--- src/rtl/solver_job_loader_pkg.sv ---
// Shared solver definitions: default widths, loader FSM states and the
// post-start blanking interval applied to the solver's out_ready level.
package solver_job_loader_pkg;

  localparam int unsigned DEF_LIMB_INDEX_BITS = 6;
  localparam int unsigned DEF_LIMB_SIZE_BITS  = 27;
  localparam int unsigned DEF_TAG_BITS        = 16;
  localparam int unsigned ITER_BITS           = 16;

  // solver_out_ready still shows the previous idle level for two cycles after start
  localparam logic [1:0] BLANK_CYCLES = 2'd2;

  typedef enum logic [2:0] {
    ST_IDLE,
    ST_LOAD,
    ST_CFG,
    ST_START,
    ST_RUN
  } loader_state_e;

endpackage

--- src/rtl/solver_job_loader_result_buffer.sv ---
// One-entry valid/ready holding register for {tag, iterations}; a load in the
// same cycle as a pop replaces the entry and keeps it valid.
module solver_result_buffer #(
  parameter int unsigned TAG_BITS  = 16,
  parameter int unsigned ITER_BITS = 16
) (
  input  logic                 clk,
  input  logic                 rst_n,
  input  logic                 i_load,
  input  logic [TAG_BITS-1:0]  i_tag,
  input  logic [ITER_BITS-1:0] i_iterations,
  input  logic                 i_ready,
  output logic                 o_valid,
  output logic [TAG_BITS-1:0]  o_tag,
  output logic [ITER_BITS-1:0] o_iterations
);

  logic                 r_valid;
  logic [TAG_BITS-1:0]  r_tag;
  logic [ITER_BITS-1:0] r_iterations;

  always_ff @(posedge clk or negedge rst_n) begin
    if (!rst_n) begin
      r_valid      <= 1'b0;
      r_tag        <= '0;
      r_iterations <= '0;
    end else if (i_load) begin
      r_valid      <= 1'b1;
      r_tag        <= i_tag;
      r_iterations <= i_iterations;
    end else if (r_valid && i_ready) begin
      r_valid <= 1'b0;
    end
  end

  assign o_valid      = r_valid;
  assign o_tag        = r_tag;
  assign o_iterations = r_iterations;

endmodule

--- src/rtl/solver_job_loader.sv ---
// Front-end of the solver: streams limb-serial jobs into the solver's write
// ports, configures and starts it, then returns {tag, iterations} to a buffer.
module solver_job_loader
  import solver_job_loader_pkg::*;
#(
  parameter int unsigned LIMB_INDEX_BITS = DEF_LIMB_INDEX_BITS,
  parameter int unsigned LIMB_SIZE_BITS  = DEF_LIMB_SIZE_BITS,
  parameter int unsigned TAG_BITS        = DEF_TAG_BITS
) (
  input  logic                       clock,
  input  logic                       reset,
  input  logic                       in_valid,
  output logic                       in_ready,
  input  logic [LIMB_SIZE_BITS-1:0]  in_real,
  input  logic [LIMB_SIZE_BITS-1:0]  in_imag,
  input  logic                       in_last,
  input  logic [LIMB_INDEX_BITS-1:0] in_num_limbs,
  input  logic [ITER_BITS-1:0]       in_iter_lim,
  input  logic [TAG_BITS-1:0]        in_tag,
  output logic                       sol_wr_real_en,
  output logic                       sol_wr_imag_en,
  output logic [LIMB_INDEX_BITS-1:0] sol_wr_index,
  output logic [LIMB_SIZE_BITS-1:0]  sol_real_data,
  output logic [LIMB_SIZE_BITS-1:0]  sol_imag_data,
  output logic                       sol_wr_num_limbs_en,
  output logic [LIMB_INDEX_BITS-1:0] sol_num_limbs_data,
  output logic                       sol_wr_iter_lim_en,
  output logic [ITER_BITS-1:0]       sol_iter_lim_data,
  output logic                       sol_start,
  input  logic                       sol_out_ready,
  input  logic [ITER_BITS-1:0]       sol_iterations,
  output logic                       res_valid,
  input  logic                       res_ready,
  output logic [TAG_BITS-1:0]        res_tag,
  output logic [ITER_BITS-1:0]       res_iterations,
  output logic                       err
);

  localparam int unsigned CW = LIMB_INDEX_BITS + 1;

  loader_state_e r_state, w_state_next;

  logic                       r_in_ready;
  logic [LIMB_INDEX_BITS-1:0] r_beat_cnt;
  logic [LIMB_INDEX_BITS-1:0] r_num_limbs;
  logic [ITER_BITS-1:0]       r_iter_lim;
  logic [TAG_BITS-1:0]        r_tag;
  logic [1:0]                 r_blank;
  logic                       r_err;
  logic                       r_wr_en;
  logic [LIMB_INDEX_BITS-1:0] r_wr_index;
  logic [LIMB_SIZE_BITS-1:0]  r_real_data;
  logic [LIMB_SIZE_BITS-1:0]  r_imag_data;
  logic                       r_cfg_en;
  logic [LIMB_INDEX_BITS-1:0] r_num_limbs_data;
  logic [ITER_BITS-1:0]       r_iter_lim_data;
  logic                       r_start;

  logic                       w_accept;
  logic                       w_first;
  logic [LIMB_INDEX_BITS-1:0] w_k;
  logic [LIMB_INDEX_BITS-1:0] w_k_next;
  logic [LIMB_INDEX_BITS-1:0] w_nl;
  logic [CW-1:0]              w_total;
  logic                       w_drop;
  logic                       w_bad_count;
  logic                       w_res_valid;
  logic                       w_capture;

  assign w_accept = in_valid && r_in_ready;
  assign w_first  = (r_state == ST_IDLE);

  // The first beat's own num_limbs governs its drop decision, before the latch lands
  assign w_k         = w_first ? '0 : r_beat_cnt;
  assign w_nl        = w_first ? in_num_limbs : r_num_limbs;
  assign w_k_next    = (&w_k) ? w_k : w_k + LIMB_INDEX_BITS'(1);
  assign w_total     = {1'b0, w_k} + CW'(1);
  assign w_drop      = (w_k >= w_nl);
  assign w_bad_count = in_last && (w_total != {1'b0, w_nl});

  assign w_capture = (r_state == ST_RUN) && (r_blank == '0) && sol_out_ready &&
                     (!w_res_valid || res_ready);

  always_ff @(posedge clock or negedge reset) begin
    if (!reset) r_state <= ST_IDLE;
    else        r_state <= w_state_next;
  end

  always_comb begin
    w_state_next = r_state;
    unique case (r_state)
      ST_IDLE:  if (w_accept) w_state_next = in_last ? ST_CFG : ST_LOAD;
      ST_LOAD:  if (w_accept && in_last) w_state_next = ST_CFG;
      ST_CFG:   w_state_next = ST_START;
      ST_START: w_state_next = ST_RUN;
      ST_RUN:   if (w_capture) w_state_next = ST_IDLE;
      default:  w_state_next = ST_IDLE;
    endcase
  end

  // Job latches, beat counter and limb write port
  always_ff @(posedge clock or negedge reset) begin
    if (!reset) begin
      r_in_ready  <= 1'b0;
      r_beat_cnt  <= '0;
      r_num_limbs <= '0;
      r_iter_lim  <= '0;
      r_tag       <= '0;
      r_err       <= 1'b0;
      r_wr_en     <= 1'b0;
      r_wr_index  <= '0;
      r_real_data <= '0;
      r_imag_data <= '0;
    end else begin
      r_in_ready <= (w_state_next == ST_IDLE) || (w_state_next == ST_LOAD);
      r_wr_en    <= 1'b0;
      if (w_accept) begin
        if (w_first) begin
          r_num_limbs <= in_num_limbs;
          r_iter_lim  <= in_iter_lim;
          r_tag       <= in_tag;
        end
        r_beat_cnt <= w_k_next;
        if (!w_drop) begin
          r_wr_en     <= 1'b1;
          r_wr_index  <= w_k;
          r_real_data <= in_real;
          r_imag_data <= in_imag;
        end
        if (w_drop || w_bad_count) r_err <= 1'b1;
      end
    end
  end

  // Configuration writes, start pulse and result blanking
  always_ff @(posedge clock or negedge reset) begin
    if (!reset) begin
      r_cfg_en         <= 1'b0;
      r_num_limbs_data <= '0;
      r_iter_lim_data  <= '0;
      r_start          <= 1'b0;
      r_blank          <= '0;
    end else begin
      r_cfg_en <= (r_state == ST_CFG);
      r_start  <= (r_state == ST_START);
      if (r_state == ST_CFG) begin
        r_num_limbs_data <= r_num_limbs;
        r_iter_lim_data  <= r_iter_lim;
      end
      if (r_state == ST_START)  r_blank <= BLANK_CYCLES;
      else if (r_blank != '0)   r_blank <= r_blank - 2'd1;
    end
  end

  solver_result_buffer #(
    .TAG_BITS  (TAG_BITS),
    .ITER_BITS (ITER_BITS)
  ) u_result_buffer (
    .clk          (clock),
    .rst_n        (reset),
    .i_load       (w_capture),
    .i_tag        (r_tag),
    .i_iterations (sol_iterations),
    .i_ready      (res_ready),
    .o_valid      (w_res_valid),
    .o_tag        (res_tag),
    .o_iterations (res_iterations)
  );

  assign in_ready            = r_in_ready;
  assign sol_wr_real_en      = r_wr_en;
  assign sol_wr_imag_en      = r_wr_en;
  assign sol_wr_index        = r_wr_index;
  assign sol_real_data       = r_real_data;
  assign sol_imag_data       = r_imag_data;
  assign sol_wr_num_limbs_en = r_cfg_en;
  assign sol_wr_iter_lim_en  = r_cfg_en;
  assign sol_num_limbs_data  = r_num_limbs_data;
  assign sol_iter_lim_data   = r_iter_lim_data;
  assign sol_start           = r_start;
  assign res_valid           = w_res_valid;
  assign err                 = r_err;

endmodule

--- config.mk ---
export PLATFORM = sky130hd
export DESIGN_NAME = solver_job_loader
export DESIGN_NICKNAME = d
export VERILOG_FILES = /design/src/rtl/solver_job_loader_pkg.sv /design/src/rtl/solver_job_loader_result_buffer.sv /design/src/rtl/solver_job_loader.sv
export SDC_FILE = /design/constraint.sdc
export NUM_CORES = 1
export LEC_CHECK = 0
export BUFFER_PORTS_ARGS = -buffer_cell sky130_fd_sc_hd__buf_4
export CAP_MARGIN = 20
export CORE_MARGIN = 2
export CORE_UTILIZATION = 47
export CTS_CLUSTER_SIZE = 10
export DETAILED_ROUTE_END_ITERATION = 10
export HOLD_SLACK_MARGIN = 0.03
export PLACE_DENSITY = 0.84
export REMOVE_ABC_BUFFERS = 1
export SLEW_MARGIN = 40
export SYNTH_ARGS = -nofsm -noshare
export SYNTH_HDL_FRONTEND = slang
export SYNTH_SLANG_ARGS = --single-unit
export TNS_END_PERCENT = 30
--- constraint.sdc ---
create_clock -name clock -period 4.15 [get_ports clock]
set_input_delay 0.6225 -clock clock [delete_from_list [all_inputs] [get_ports clock]]
set_output_delay 0.6225 -clock clock [all_outputs]
set_load 0.01 [all_outputs]
=== Word level (Yosys, flattened, before mapping) ===
Index checks and enable logic that the tools add are counted.

* $add $sub $neg: 3
* Multiply operators: 0
* Div/mod/pow operators: 0
* $lt $le $gt $ge: 1
* Equality and inequality tests: 6
* Shift operators: 0
* Mux-type cells: 14
* Bitwise operators: 1
* Reduce and logical (&&, ||, !) cells: 21

{| class="wikitable"
|+ Operator list
! operator !! count
|-
| $mux 6 || 3
|-
| $pmux 3 s5 || 1
|-
| $mux 3 || 3
|-
| $add 6x1->7 const B || 1
|-
| $logic_and 1x1->1 || 7
|-
| $ne 7x6->1 || 1
|-
| $add 6x1->6 const B || 1
|-
| $eq 3x1->1 const B || 2
|-
| $eq 3x2->1 const B || 2
|-
| $ge 6x6->1 || 1
|-
| $logic_not 3->1 || 2
|-
| $mux 2 || 3
|-
| $reduce_and 2->1 || 3
|-
| $reduce_and 6->1 || 1
|-
| $reduce_bool 2->1 || 3
|-
| $mux 1 || 4
|-
| $eq 3x3->1 const B || 1
|-
| $logic_or 1x1->1 || 3
|-
| $logic_not 2->1 || 1
|-
| $sub 2x1->2 const B || 1
|-
| $logic_not 1->1 || 1
|-
| $not 1->1 || 1
|}

* Flip-flop bits (word level): 169
* Latch bits: 0
* RAM bits: 0
* ROM bits: 0
* Bits of input ports: 114
* Output and inout port bits: 122
* Logic and storage cells: 65
* Memories kept: 0

=== Logic depth before layout (Yosys ltp) ===
* Depth in word-level cells: 8
* Mapped depth: 13
* Mapped depth without buffers: 11

=== Cells and area by module ===
From an unflattened synthesis, not the netlist that was laid out.

* Cell total of the unflattened synthesis: 465
* Area total of the unflattened synthesis: 6981.7 µm²

{| class="wikitable"
|+ Modules (own cells, without submodules)
! module !! times used !! cells an instance !! area an instance (µm²) !! sequential area each (µm²)
|-
| solver_job_loader || 1 || 394 || 5604.1 || 3403.3
|-
| solver_result_buffer || 1 || 71 || 1377.6 || 825.8
|}

=== Worst setup path after synthesis ===
OpenSTA, ideal clock, no wires.

* Path kind: reg2reg
* Start point: register r_state[0]
* End point: register r_imag_data[0], in the netlist sol_imag_data[0]
* Library setup time: 0.125 ns
* Arrival: 2.538 ns
* Data required time: 4.025 ns
* Path slack: 1.487 ns
* Cell stages (with the launch flop): 12
* Buffers on the path: 2
* Period minus slack after synthesis: 2.663 ns
* Cell sequence: dfrtp_1 nor3_4 buf_2 nand2_1 nand2_1 ha_1 nand2b_1 a211o_1 a21oi_2 o21ai_2 buf_6 mux2_4

* Longest elaborated chain between the ends: 5
* Elaborated cells on any way between the ends: 6
* Classes of those cells: 1 x order compare; 2 x mux; 1 x bitwise; 2 x reduce/logical

{| class="wikitable"
|+ RTL lines
! item !! RTL line !! source
|-
| start: declaration || solver_job_loader.sv:41 || <nowiki>loader_state_e r_state, w_state_next;</nowiki>
|-
| start signal: assignment || solver_job_loader.sv:86 || <nowiki>else r_state <= w_state_next;</nowiki>
|-
| $logic_not 3->1 || solver_job_loader.sv:71 || <nowiki>assign w_first = (r_state == ST_IDLE);</nowiki>
|-
| $mux 6 || - ||
|-
| net w_nl[0] || solver_job_loader.sv:63 || <nowiki>logic [LIMB_INDEX_BITS-1:0] w_nl;</nowiki>
|-
| $ge 6x6->1 || solver_job_loader.sv:78 || <nowiki>assign w_drop = (w_k >= w_nl);</nowiki>
|-
| $not 1->1 (no line) || - ||
|-
| $reduce_and 2->1 (no line) || - ||
|-
| end signal: assignment || solver_job_loader.sv:128 || <nowiki>r_imag_data <= in_imag;</nowiki>
|-
| end: declaration || solver_job_loader.sv:53 || <nowiki>logic [LIMB_SIZE_BITS-1:0] r_imag_data;</nowiki>
|}

The timed path passes the listed nets, and every way through them passes these cells.
A chain may end at the register's enable or synchronous reset.

=== Worst setup path after layout ===
* Start point: register r_state[0]
* End point: register r_imag_data[24], in the netlist sol_imag_data[24]

* Longest elaborated chain between the ends: 5
* Elaborated cells on any way between the ends: 6
* Classes of those cells: 1 x order compare; 2 x mux; 1 x bitwise; 2 x reduce/logical

{| class="wikitable"
|+ RTL lines
! item !! RTL line
|-
| $logic_not 3->1 * || solver_job_loader.sv:71
|-
| $mux 6, on equally long branches || -
|-
| $ge 6x6->1 * || solver_job_loader.sv:78
|-
| $not 1->1 (no line) * || -
|-
| $reduce_and 2->1 (no line) * || -
|}

Every way passes the cells marked *; elsewhere a longest branch is shown, timed or not.

==> run summary <==
Fin Hold WS: 0.09444 ns
Post-Synthesis Cell Area: 7025 sq um
Residual DRC: 0
register area share after synthesis: 60.20%
initial core utilization: 48.16%
largest net degree at the start of global routing: 106
clock network power share: 19.8%
Placement Cell Area: 9017 sq um
gpl congestion: 0.9407
# IOs: 236
max_cap viols: 0
Worst Path Required: 4.45 ns
Avg Cell Area, Syn: 15.41 sq um
Final Critical Period: 3.295 ns
share of layout cells above drive strength 1: 60.99%
reg2reg setup slack: 0.86 ns
Worst-path clk slew: 0.06 ns
die height: 126.3 microns
Psw: 0.002440 W
total wire length: 15620 microns
final slew viol count: 0
die area: 15940 sq um
H-tree levels: 4
Fillers: 1053
net total in the final layout: 819
yosys warns: 0
Sequential Power Share: 37.8%
Final Instance Area: 9619 sq um
largest fanout on the critical path: 52
gr usage total: 19.59%
PortBufs: 235
# hold bufs at CTS: 0
Root Buffer Master: clkbuf_16
Pwr per Cell Area: 798.7 nW/um^2
Worst-Margin Slew: 0.7032 ns
P_int: 0.005243 W
number of global-route vias before repair: 4914
Detail Route Antenna Nets: 0
first-pass GRT wire length: 24850 microns
gr ovfl total: 0
crit path launch: r_state[0]$_DFF_PN0_
Comb pwr share: 42.4%
Multi-input gate area: 2630 sq um
Commonest cells post-synth: dfrtp_1 (169), mux2_2 (96), mux2_4 (55)
clk_skew: 0.008320 ns
Clock Sinks: 169
initial DRC count: 177
DP Wirelength: 11620 microns
CTS tree: done
RR Startpoint: r_state[0]$_DFF_PN0_
worst-skew pair later-pin latency: 0.41 ns
worst reg2reg path depth: 8
CP startpoint kind: register
Syn Inst Count: 456
post-synthesis register bit count: 169
Layout area overhead: 36.92%
sw frac: 31.75%
cts repair resizes: 0
post-synth top area cell: dfrtp_1
final setup violation count: 0
initial antenna violation count: 0
Yosys top cell area share: 60.20%
Max Root-Sink Buffers: 2
final worst-path cycle share: 79.39%
clock buffer count from CTS: 17
crit path DAT: 3.59 ns
outcome: completed
total power: 0.007683 W
EDFF count, synth: 0
number of diodes: 0
max frequency: 303.5 MHz
Seq. cell area: 4229 sq um
core area: 14590 sq um
Die W: 126.3 microns
Fin. Hold Viols: 0
Hold Crit Class: in2async
vias per cell: 5.124
worst vdd ir: 0.0003707 V
Pleak: 4.802 nW
WL/cell: 17.47 microns
First-pass DRT Iterations: 4
main flop type after synthesis: dfrtp_1
Synth area leaders: dfrtp_1 (60%), mux2_2 (15%), mux2_4 (12%)
Crit Path Category: reg2reg
Reg-to-Reg End: sol_imag_data[24]$_DFFE_PN0P_
ys async rst share: 100.0%
Unique masters post-synth: 39
crit end category: register
RSZ-0062 raised after global routing: false
setup repair bufs after CTS: 0
most numerous cell in the Yosys netlist: dfrtp_1
num rows: 44
Worst slew margin: 52.97%
vias: 4581
## layer usage
| layer | global-route usage, % | wire length [microns] |
|---|---|---|
| met1 | 24.28 | 6376 |
| met2 | 32.80 | 7826 |
| met3 | 5.990 | 1156 |
| met4 | 6.658 | 256 |
| met5 | 0 | 0 |
## layout make-up
type / instances / area share [%]
sequential: 169 / 43.96
multi-input combinational: 255 / 27.34
clock inverter: 11 / 1.288
tap: 184 / 2.393
inverter: 9 / 0.3512
clock buffer: 21 / 4.683
timing repair buffer: 245 / 19.98
## kinds of logic (layout without fill, tap and decap cells)
logic type	Yosys count	count (layout)	share of synthesized area [%]
AO/OA/AOI/OAI	33	33	2.939
flip-flops	169	169	60.20
adder cells (fa/ha/maj)	8	8	1.425
multiplexers	157	157	28.00
XOR/XNOR	11	11	1.371
buffers and inverters	32	286	2.778
AND/OR/NAND/NOR	46	46	3.295
## cell usage in the layout (no fill, tap or decap), types with 3 or more instances in the layout
cell and instances:
nor2b_1 5, mux2_2 96, xnor2_1 6, inv_1 9
nand3_1 5, xor2_1 5, mux2_4 55, a21oi_1 9
clkinv_4 5, ha_1 8, dfrtp_1 169, buf_8 4
clkbuf_16 17, mux2i_1 6, nand2_1 17, o21ai_0 10
nor2_1 8, clkinv_2 4, clkbuf_1 3, buf_4 238
## how the worst max path moves through the flow
stage                               endpoint  slack [ns]  cells after the start
4_1_cts        sol_imag_data[24]$_DFFE_PN0P_        0.89                      8
3_3_place_gp    sol_real_data[0]$_DFFE_PN0P_        1.02                      8
6_report       sol_imag_data[24]$_DFFE_PN0P_        0.86                      8
3_5_place_dp   sol_imag_data[24]$_DFFE_PN0P_        0.91                      8
5_1_grt        sol_imag_data[24]$_DFFE_PN0P_        0.68                      8
2_1_floorplan  sol_imag_data[24]$_DFFE_PN0P_       -0.49                      7
## stage by stage
step	setup TNS [ns]	worst slack, ns	std cells	utilization (%)
after global placement	0	1.020	856	61.23
after CTS	0	0.8926	893	65.75
after global routing	0	0.6836	894	65.93
after detailed placement	0	0.9099	861	61.81
after floorplan	-24.65	-0.4905	433	-
final	0	0.8553	894	65.93
## power groups by stage
stage	logic [W]	clock network, W	registers (W)
4_1_cts	0.00329	0.00156	0.00291
5_1_grt	0.00348	0.00163	0.00300
3_5_place_dp	0.00328	0	0.00293
6_report	0.00326	0.00152	0.00291
3_3_place_gp	0.00312	0	0.00288
2_1_floorplan	0.00177	0	0.00307
## state kept, by name, summed over array words and instances (netlist names), 2 cells and up
| register | cells |
|---|---|
| r_beat_cnt | 6 |
| u_result_buffer.o_tag | 16 |
| r_tag | 16 |
| r_blank | 2 |
| r_iter_lim | 16 |
| r_num_limbs | 6 |
| sol_iter_lim_data | 16 |
| r_state | 3 |
| sol_real_data | 27 |
| sol_num_limbs_data | 6 |
| u_result_buffer.o_iterations | 16 |
| sol_imag_data | 27 |
| sol_wr_index | 6 |
## critical path: stages (launching register included)
cell and delay, ns:
dfrtp_1 0.47, nor3_4 0.64, mux2i_1 0.24, ha_1 0.34, a211o_1 0.13, a21oi_2 0.08, o21ai_4 0.44, buf_12 0.39
mux2_2 0.38
Note: power is estimated with default switching activity, not from simulation.
